`src/rtl/param_register_file.sv`:
```
// Parametrised decode-stage register file: two combinational read ports, two prioritised
// write ports, optional same-cycle bypass, per-register busy scoreboard and a debug port.
module param_register_file #(
    parameter int unsigned DATA_W   = 32,
    parameter int unsigned ADDR_W   = 5,
    parameter bit          ZERO_REG = 1'b1,
    parameter bit          BYPASS   = 1'b1
) (
    input  logic              clk,
    input  logic              rst_n,
    input  logic [ADDR_W-1:0] Read1,
    input  logic [ADDR_W-1:0] Read2,
    output logic [DATA_W-1:0] Data1,
    output logic [DATA_W-1:0] Data2,
    output logic              Busy1,
    output logic              Busy2,
    input  logic [ADDR_W-1:0] WriteReg,
    input  logic [DATA_W-1:0] WriteData,
    input  logic              RegWrite,
    input  logic [ADDR_W-1:0] WriteReg2,
    input  logic [DATA_W-1:0] WriteData2,
    input  logic              RegWrite2,
    input  logic              Reserve,
    input  logic [ADDR_W-1:0] ReserveReg,
    output logic              WriteConflict,
    input  logic [ADDR_W-1:0] regNo,
    output logic [DATA_W-1:0] val
);

    localparam int unsigned DEPTH = 2 ** ADDR_W;

    logic [DATA_W-1:0] regs [DEPTH];
    logic [DEPTH-1:0]  busy;
    logic [DEPTH-1:0]  busy_nxt;
    logic              wc_q;

    logic wr_a, wr_b, rsv, conflict;

    logic [ADDR_W-1:0] rd_addr [2];
    logic [DATA_W-1:0] rd_data [2];
    logic              rd_busy [2];

    function automatic logic valid_target(input logic [ADDR_W-1:0] a);
        return !(ZERO_REG && (a == '0));
    endfunction

    // Port B is suppressed whenever port A targets the same address, so at most one write per register.
    always_comb begin
        wr_a     = RegWrite && valid_target(WriteReg);
        wr_b     = RegWrite2 && valid_target(WriteReg2) && !(RegWrite && (WriteReg2 == WriteReg));
        rsv      = Reserve && valid_target(ReserveReg);
        conflict = RegWrite && RegWrite2 && (WriteReg == WriteReg2) && valid_target(WriteReg);
    end

    // Reserve is applied last so it wins over a same-edge write clear.
    always_comb begin
        busy_nxt = busy;
        if (wr_a) busy_nxt[WriteReg]   = 1'b0;
        if (wr_b) busy_nxt[WriteReg2]  = 1'b0;
        if (rsv)  busy_nxt[ReserveReg] = 1'b1;
    end

    always_ff @(posedge clk or negedge rst_n) begin
        if (!rst_n) begin
            for (int unsigned i = 0; i < DEPTH; i++) begin
                regs[i] <= '0;
            end
            busy <= '0;
            wc_q <= 1'b0;
        end else begin
            if (wr_a) regs[WriteReg]  <= WriteData;
            if (wr_b) regs[WriteReg2] <= WriteData2;
            busy <= busy_nxt;
            wc_q <= conflict;
        end
    end

    assign rd_addr[0] = Read1;
    assign rd_addr[1] = Read2;

    always_comb begin
        logic hit_a;
        logic hit_b;
        for (int unsigned p = 0; p < 2; p++) begin
            hit_a      = wr_a && (WriteReg == rd_addr[p]);
            hit_b      = wr_b && (WriteReg2 == rd_addr[p]);
            rd_data[p] = regs[rd_addr[p]];
            rd_busy[p] = busy[rd_addr[p]];
            if (BYPASS && rst_n) begin
                if (hit_a)      rd_data[p] = WriteData;
                else if (hit_b) rd_data[p] = WriteData2;
                if ((hit_a || hit_b) && !(rsv && (ReserveReg == rd_addr[p]))) begin
                    rd_busy[p] = 1'b0;
                end
            end
            if (!valid_target(rd_addr[p])) begin
                rd_data[p] = '0;
                rd_busy[p] = 1'b0;
            end
        end
    end

    assign Data1         = rd_data[0];
    assign Data2         = rd_data[1];
    assign Busy1         = rd_busy[0];
    assign Busy2         = rd_busy[1];
    assign WriteConflict = wc_q;
    assign val           = valid_target(regNo) ? regs[regNo] : '0;

endmodule

```
`config.mk`:
```
export PLATFORM = sky130hd
export DESIGN_NAME = param_register_file
export DESIGN_NICKNAME = d
export VERILOG_FILES = /design/src/rtl/param_register_file.sv
export SDC_FILE = /design/constraint.sdc
export NUM_CORES = 2
export LEC_CHECK = 0
export BUFFER_PORTS_ARGS = -buffer_cell sky130_fd_sc_hd__buf_2
export CAP_MARGIN = 20
export CORE_MARGIN = 2
export CORE_UTILIZATION = 45
export DETAILED_ROUTE_END_ITERATION = 7
export PLACE_DENSITY = 0.68
export SYNTH_ARGS = -nofsm -noshare
export SYNTH_HDL_FRONTEND = slang
export SYNTH_SLANG_ARGS = --single-unit
```
`constraint.sdc`:
```
create_clock -name clk -period 4.45 [get_ports clk]
set_input_delay 0.89 -clock clk [delete_from_list [all_inputs] [get_ports clk]]
set_output_delay 0.89 -clock clk [all_outputs]
set_load 0.01 [all_outputs]
```
## Word level (Yosys, flattened, before mapping)

Index checks and enable logic that the tools add are counted.

| storage, ports and cells | value |
|---|---|
| bits in writable memories | 0 |
| bits in latches | 0 |
| ROM bits | 0 |
| flip-flop bits (word level) | 1,057 |
| memories | 0 |

| operators by class | value |
|---|---|
| shift-type cells | 0 |
| add/sub/neg operators | 0 |
| multipliers | 0 |
| multiplexer cells | 45 |
| magnitude comparators | 15 |
| eq/ne operators | 8 |
| reductions and logical operators | 35 |
| bitwise logic cells | 10 |
| div/mod/pow operators | 0 |

Operators with widths:

| cell | number |
|---|---|
| $bwmux 1024 | 2 |
| $mux 1024 | 2 |
| $mux 32 | 20 |
| $bmux 32 s5 | 3 |
| $demux 32 s5 | 2 |
| $and 32x32->32 | 2 |
| $not 32->32 | 2 |
| $eq 5x5->1 | 8 |
| $or 32x32->32 | 1 |
| $ge 6x6->1 const B | 5 |
| $logic_not 5->1 | 6 |
| $lt 5x6->1 const B | 5 |
| $not 5->6 | 5 |
| $logic_and 1x1->1 | 21 |
| $demux 1 s5 | 3 |
| $ge 5x1->1 const B | 3 |
| $lt 6x1->1 const B | 2 |
| $mux 1 | 11 |
| $bmux 1 s5 | 2 |
| $logic_not 1->1 | 6 |
| $logic_or 1x1->1 | 2 |

## Depth between registers and ports, before layout

| logic depth | value |
|---|---|
| depth after elaboration | 11 |
| depth in mapped cells | 11 |
| mapped depth without buffers | 6 |

## Least setup slack after synthesis

OpenSTA, ideal clock, no wires.

| timing path | value |
|---|---|
| path kind | input port to output port |
| from | input port regNo[0] |
| to | output port val[10] |
| setup slack | 0.530 ns |
| arrival time | 3.030 ns |
| path buffers | 3 |
| data required time | 3.560 ns |
| stages | 7 |
| cells stage by stage | buf_2 -> buf_2 -> buf_1 -> mux4_2 -> mux4_2 -> mux2i_1 -> nor2_1 |

| between the ends | value |
|---|---|
| word-level cells in the longest chain between the ends | 5 |
| elaborated cells on any way between the ends | 6 |
| classes of those cells | mux: 4; bitwise: 1; reduce/logical: 1 |

Ends and longest elaborated chain:

| what | RTL line | source |
|---|---|---|
| start: declaration | 26 | `input logic [ADDR_W-1:0] regNo,` |
| $not 5->6 (implied by the code) | 108 | `assign val = valid_target(regNo) ? regs[regNo] : '0;` |
| $bmux 32 s5 | 108 |  |
| $mux 32 (implied by the code) (2 in series) | 108 |  |
| $mux 32 (*) | 108 |  |
| end: declaration | 27 | `output logic [DATA_W-1:0] val` |

Every way passes the cells marked *; elsewhere a longest branch is shown, timed or not. The select of a mux whose other input is x is not followed.

## Worst setup path after layout

| timing path | value |
|---|---|
| from | input port Read2[0] |
| to | output port Data2[16] |

| between the ends | value |
|---|---|
| word-level cells in the longest chain between the ends | 8 |
| elaborated cells on any way between the ends | 13 |
| classes of those cells | eq/ne: 2; mux: 7; bitwise: 1; reduce/logical: 3 |

Ends and longest elaborated chain:

| what | RTL line | source |
|---|---|---|
| start: declaration | 12 | `input logic [ADDR_W-1:0] Read2,` |
| $not 5->6 (implied by the code) | 87 | `rd_data[p] = regs[rd_addr[p]];` |
| $bmux 32 s5 | 87 |  |
| $mux 32 (implied by the code) (2 in series) | 87 |  |
| $mux 32 | 91 | `else if (hit_b) rd_data[p] = WriteData2;` |
| $mux 32 | 90 | `if (hit_a) rd_data[p] = WriteData;` |
| $mux 32 | 89 | `if (BYPASS && rst_n) begin` |
| $mux 32 (*) | 96 | `if (!valid_target(rd_addr[p])) begin` |
| end: declaration | 14 | `output logic [DATA_W-1:0] Data2,` |

Marks and branches as above.

==> results.md <==
- Placement Rows: 150
- H-tree depth: 3
- WP data required: 3.56 ns
- Area share of the leading cell type in the synthesized netlist: 35.13%
- Fmax: roughly 220 MHz
- Post-synth top cells: mux2i_1 (1393), dfrtp_1 (1057), nor2_1 (823), a21oi_1 (803), mux4_2 (685)
- Core area: 0.1667 mm2
- Root buf cell: clkbuf_16
- Ports: slightly below 200
- Area after DPL: 0.08073 mm2
- Initial Util: a little under half
- GPL Wtd Cong: 1.020
- Leak Pwr: approximately 37 nW
- Final worst clock skew: 0 ns
- Worst Hold Class: flip-flop to flip-flop
- Largest net degree at the start of global routing: approximately 150
- CP Max Fanout: 18
- Cell taking the most area after synthesis: dfrtp_1
- Gate Count Post-Synth: just over 7k
- DIE AREA: roughly 0.17 mm2
- Total negative setup slack: -0.1409 ns
- Syn avg cell area: approximately 11 um2
- Fin. Hold Viols: 0
- Area grow syn2layout: 12.87%
- Wire length per cell: about 36 um
- Final min period: about 4.6 ns
- RSZ-0062 raised after global routing: no
- Net count after synthesis: about 7.2k
- Arrival @ worst endpoint: 3.69 ns
- Power Dens Cells: approximately 440 mW/mm2
- CTS tree: built
- Post-layout net count: 7029
- Skew-Pair Late Insertion Delay: ~0.8 ns
- EDFF count, synth: 0
- Grt total ovfl: 0
- Final cell count without fillers: slightly above 9k
- Synth unique cells: 52
- Clock tree sinks: around 1.1k
- Drt drc: 0
- DP HPWL: 207.3 mm
- Normalized max-slew margin: between 10% and 20%
- Die height: between 400 and 500 um
- Mapped Area: around 0.075 mm2
- DP Worst Slack: 0.01220 ns
- Antenna violations before repair: 36
- Placed cell count: 9012
- Worst-path clk slew: around 0.060 ns
- Critical-path cell list: buf_8, buf_12, nor2_4, buf_12, a21oi_1, nand3_1, o311ai_0, nor3_1, buf_4, a211oi_1, buf_2
- Critical Path Slowest Stage Cell: nor3_1
- CTS buffer count: about 120
- Input/output buffers: 197
- Final Worst Setup Slack: -0.1270 ns
- Setup-failing EPs final: 2
- Routed Antenna Nets: 0
- Failing checks: negative setup slack
- Chip Width: approximately 410 um
- Global-route wire length before repair: 474.1 mm
- Tightest Pin Transition: 1.306 ns
- Peak supply drop: 0.3611 mV
- Post-CTS setup buffers: 0
- Area of the multi-input gates: ~0.046 mm2
- Via count: 66.60k
- Tot GR Track Use: about 39%
- Critical path class: primary input to output port
- Max-cap violation count: 0
- Fill cell count: approximately 15k
- DRT Wirelength: between 300 and 400 mm
- 1st-iter DRT viols: approximately 12k
- CP peak stage delay: around 0.66 ns
- Tcrit/Tclk final: 102.9%
- Ranking of synthesized cells by area: dfrtp_1 (35%), mux4_2 (20%), mux2i_1 (19%), a21oi_1 (5.3%), nor2_1 (4.1%)
- Vias in the first global route: between 60k and 70k
- FF+latch count, synth: roughly 1.1k
- Share of cells above drive strength 1: 24.01%
- Startpoint Class: primary input
- Finished Cell Area: 0.08499 mm2
- Drt via density: 7.195
- Max clock buf depth: 3
- Tot Pwr: 37.32 mW
- Dominant synthesized flop cell: dfrtp_1
- Count leader, synth: mux2i_1
- Status: complete, but fails checks
- Crit-path most repeated cell: buf_12
- Yosys warning count: 0
- DRT Pass-1 Iters: 7
- Storage element area: between 0.02 and 0.03 mm2
- Pins Over Slew Limit: 0
- Critical path endpoint category: output port
- Post-synthesis async set-or-reset flop share: 100.0%
- Sequential fraction of the synthesis area: a little over a third
## path summary, 6_finish.rpt
check,start,to,slack [ns],depth (start not counted)
max,Read2[0],Data2[16],-0.13,11
min,busy[0],busy[0],0.40,0
max reg2reg,regs[983],regs[983],3.57,2
min reg2reg,busy[0],busy[0],0.40,0
max in group asynchronous,rst_n,regs[979],1.38,5
min in group asynchronous,rst_n,busy[5],0.54,2
## registers in the layout, indices dropped and copies added, names as in the netlist
signal and flops:
WriteConflict 1, busy 32, regs 1024
## critical path: cells and delay by family
family,cells,cell delay [ns]
AOI/OAI and AO/OA,3,0.28
and+or+nand+nor,3,1.35
buffers and inverters,5,1.09
## layout make-up
type / instances / share of cell area (%)
diodes: 23 / 0.06772
flip-flops and latches: 1057 / 31.12
repair buffers: 606 / 6.781
clock buffers: 179 / 4.175
well taps: 2204 / 3.245
multi-input cells: 5134 / 53.86
clock inverters: 41 / 0.6904
inverters: 13 / 0.05741
## placed cells by master (no fill, tap or decap), types with 12 or more instances in the layout
cell type	count
a211oi_1	69
a21oi_1	802
a22oi_1	149
a31oi_1	12
a32o_1	22
buf_12	127
buf_2	184
buf_4	283
bufinv_16	14
clkbuf_1	30
clkbuf_16	123
clkbuf_8	27
clkinv_2	22
dfrtp_1	1057
diode_2	23
inv_1	13
mux2_2	104
mux2i_1	1392
mux4_2	685
nand2_1	346
nand2_4	37
nand3_1	83
nand4_1	16
nor2_1	802
nor2_4	20
nor2b_1	39
nor3_1	34
o21a_1	12
o21ai_0	282
o221ai_1	15
o22ai_1	54
xnor2_1	15
xor2_1	18
## where the power goes
part / switching [mW] / leakage [nW] / total [mW] / internal [mW]
clock network: 4.49 / 2.04 / 10.8 / 6.27
registers: 2.87 / 12.8 / 15.0 / 12.2
logic: 5.33 / 21.7 / 11.5 / 6.18
total: 12.7 / 36.6 / 37.3 / 24.6
## per-stage QoR
stage | util [%] | hold slack, ns
6_report | 51.00 | 0.3998
5_1_grt | 50.98 | 0.4248
4_1_cts | 50.93 | 0.4037
3_5_place_dp | 48.44 | 0.3889
3_3_place_gp | 48.44 | 0.3810
2_1_floorplan | - | 0.4413
## cell families (layout without fill, tap and decap cells)
family	after synthesis	count (layout)	share of synthesized area [%]
muxes	2182	2182	40.56
and+or+nand+nor	1478	1478	8.190
AOI/OAI and AO/OA	1441	1441	10.89
DFF	1057	1057	35.13
buffers and inverters	916	839	4.853
xor gates and xnor gates	33	33	0.3838
other	0	23	0
## routing by layer
metal,vias to the layer above,GRT usage (%),routed length (um)
met2,6189,53.29,136300
li1,26050,-,-
met3,1770,18.04,55780
met1,32560,47.11,111800
met4,28,28.93,31130
met5,-,0.7066,299
## what timing repair did
action,in CTS,in global routing
endpoints found under the setup margin,1,7
hold endpoints to repair,4,0
hold buffers,1,0
resized for setup,1,6
gates cloned,0,0
(Power assumes the default switching activity.)
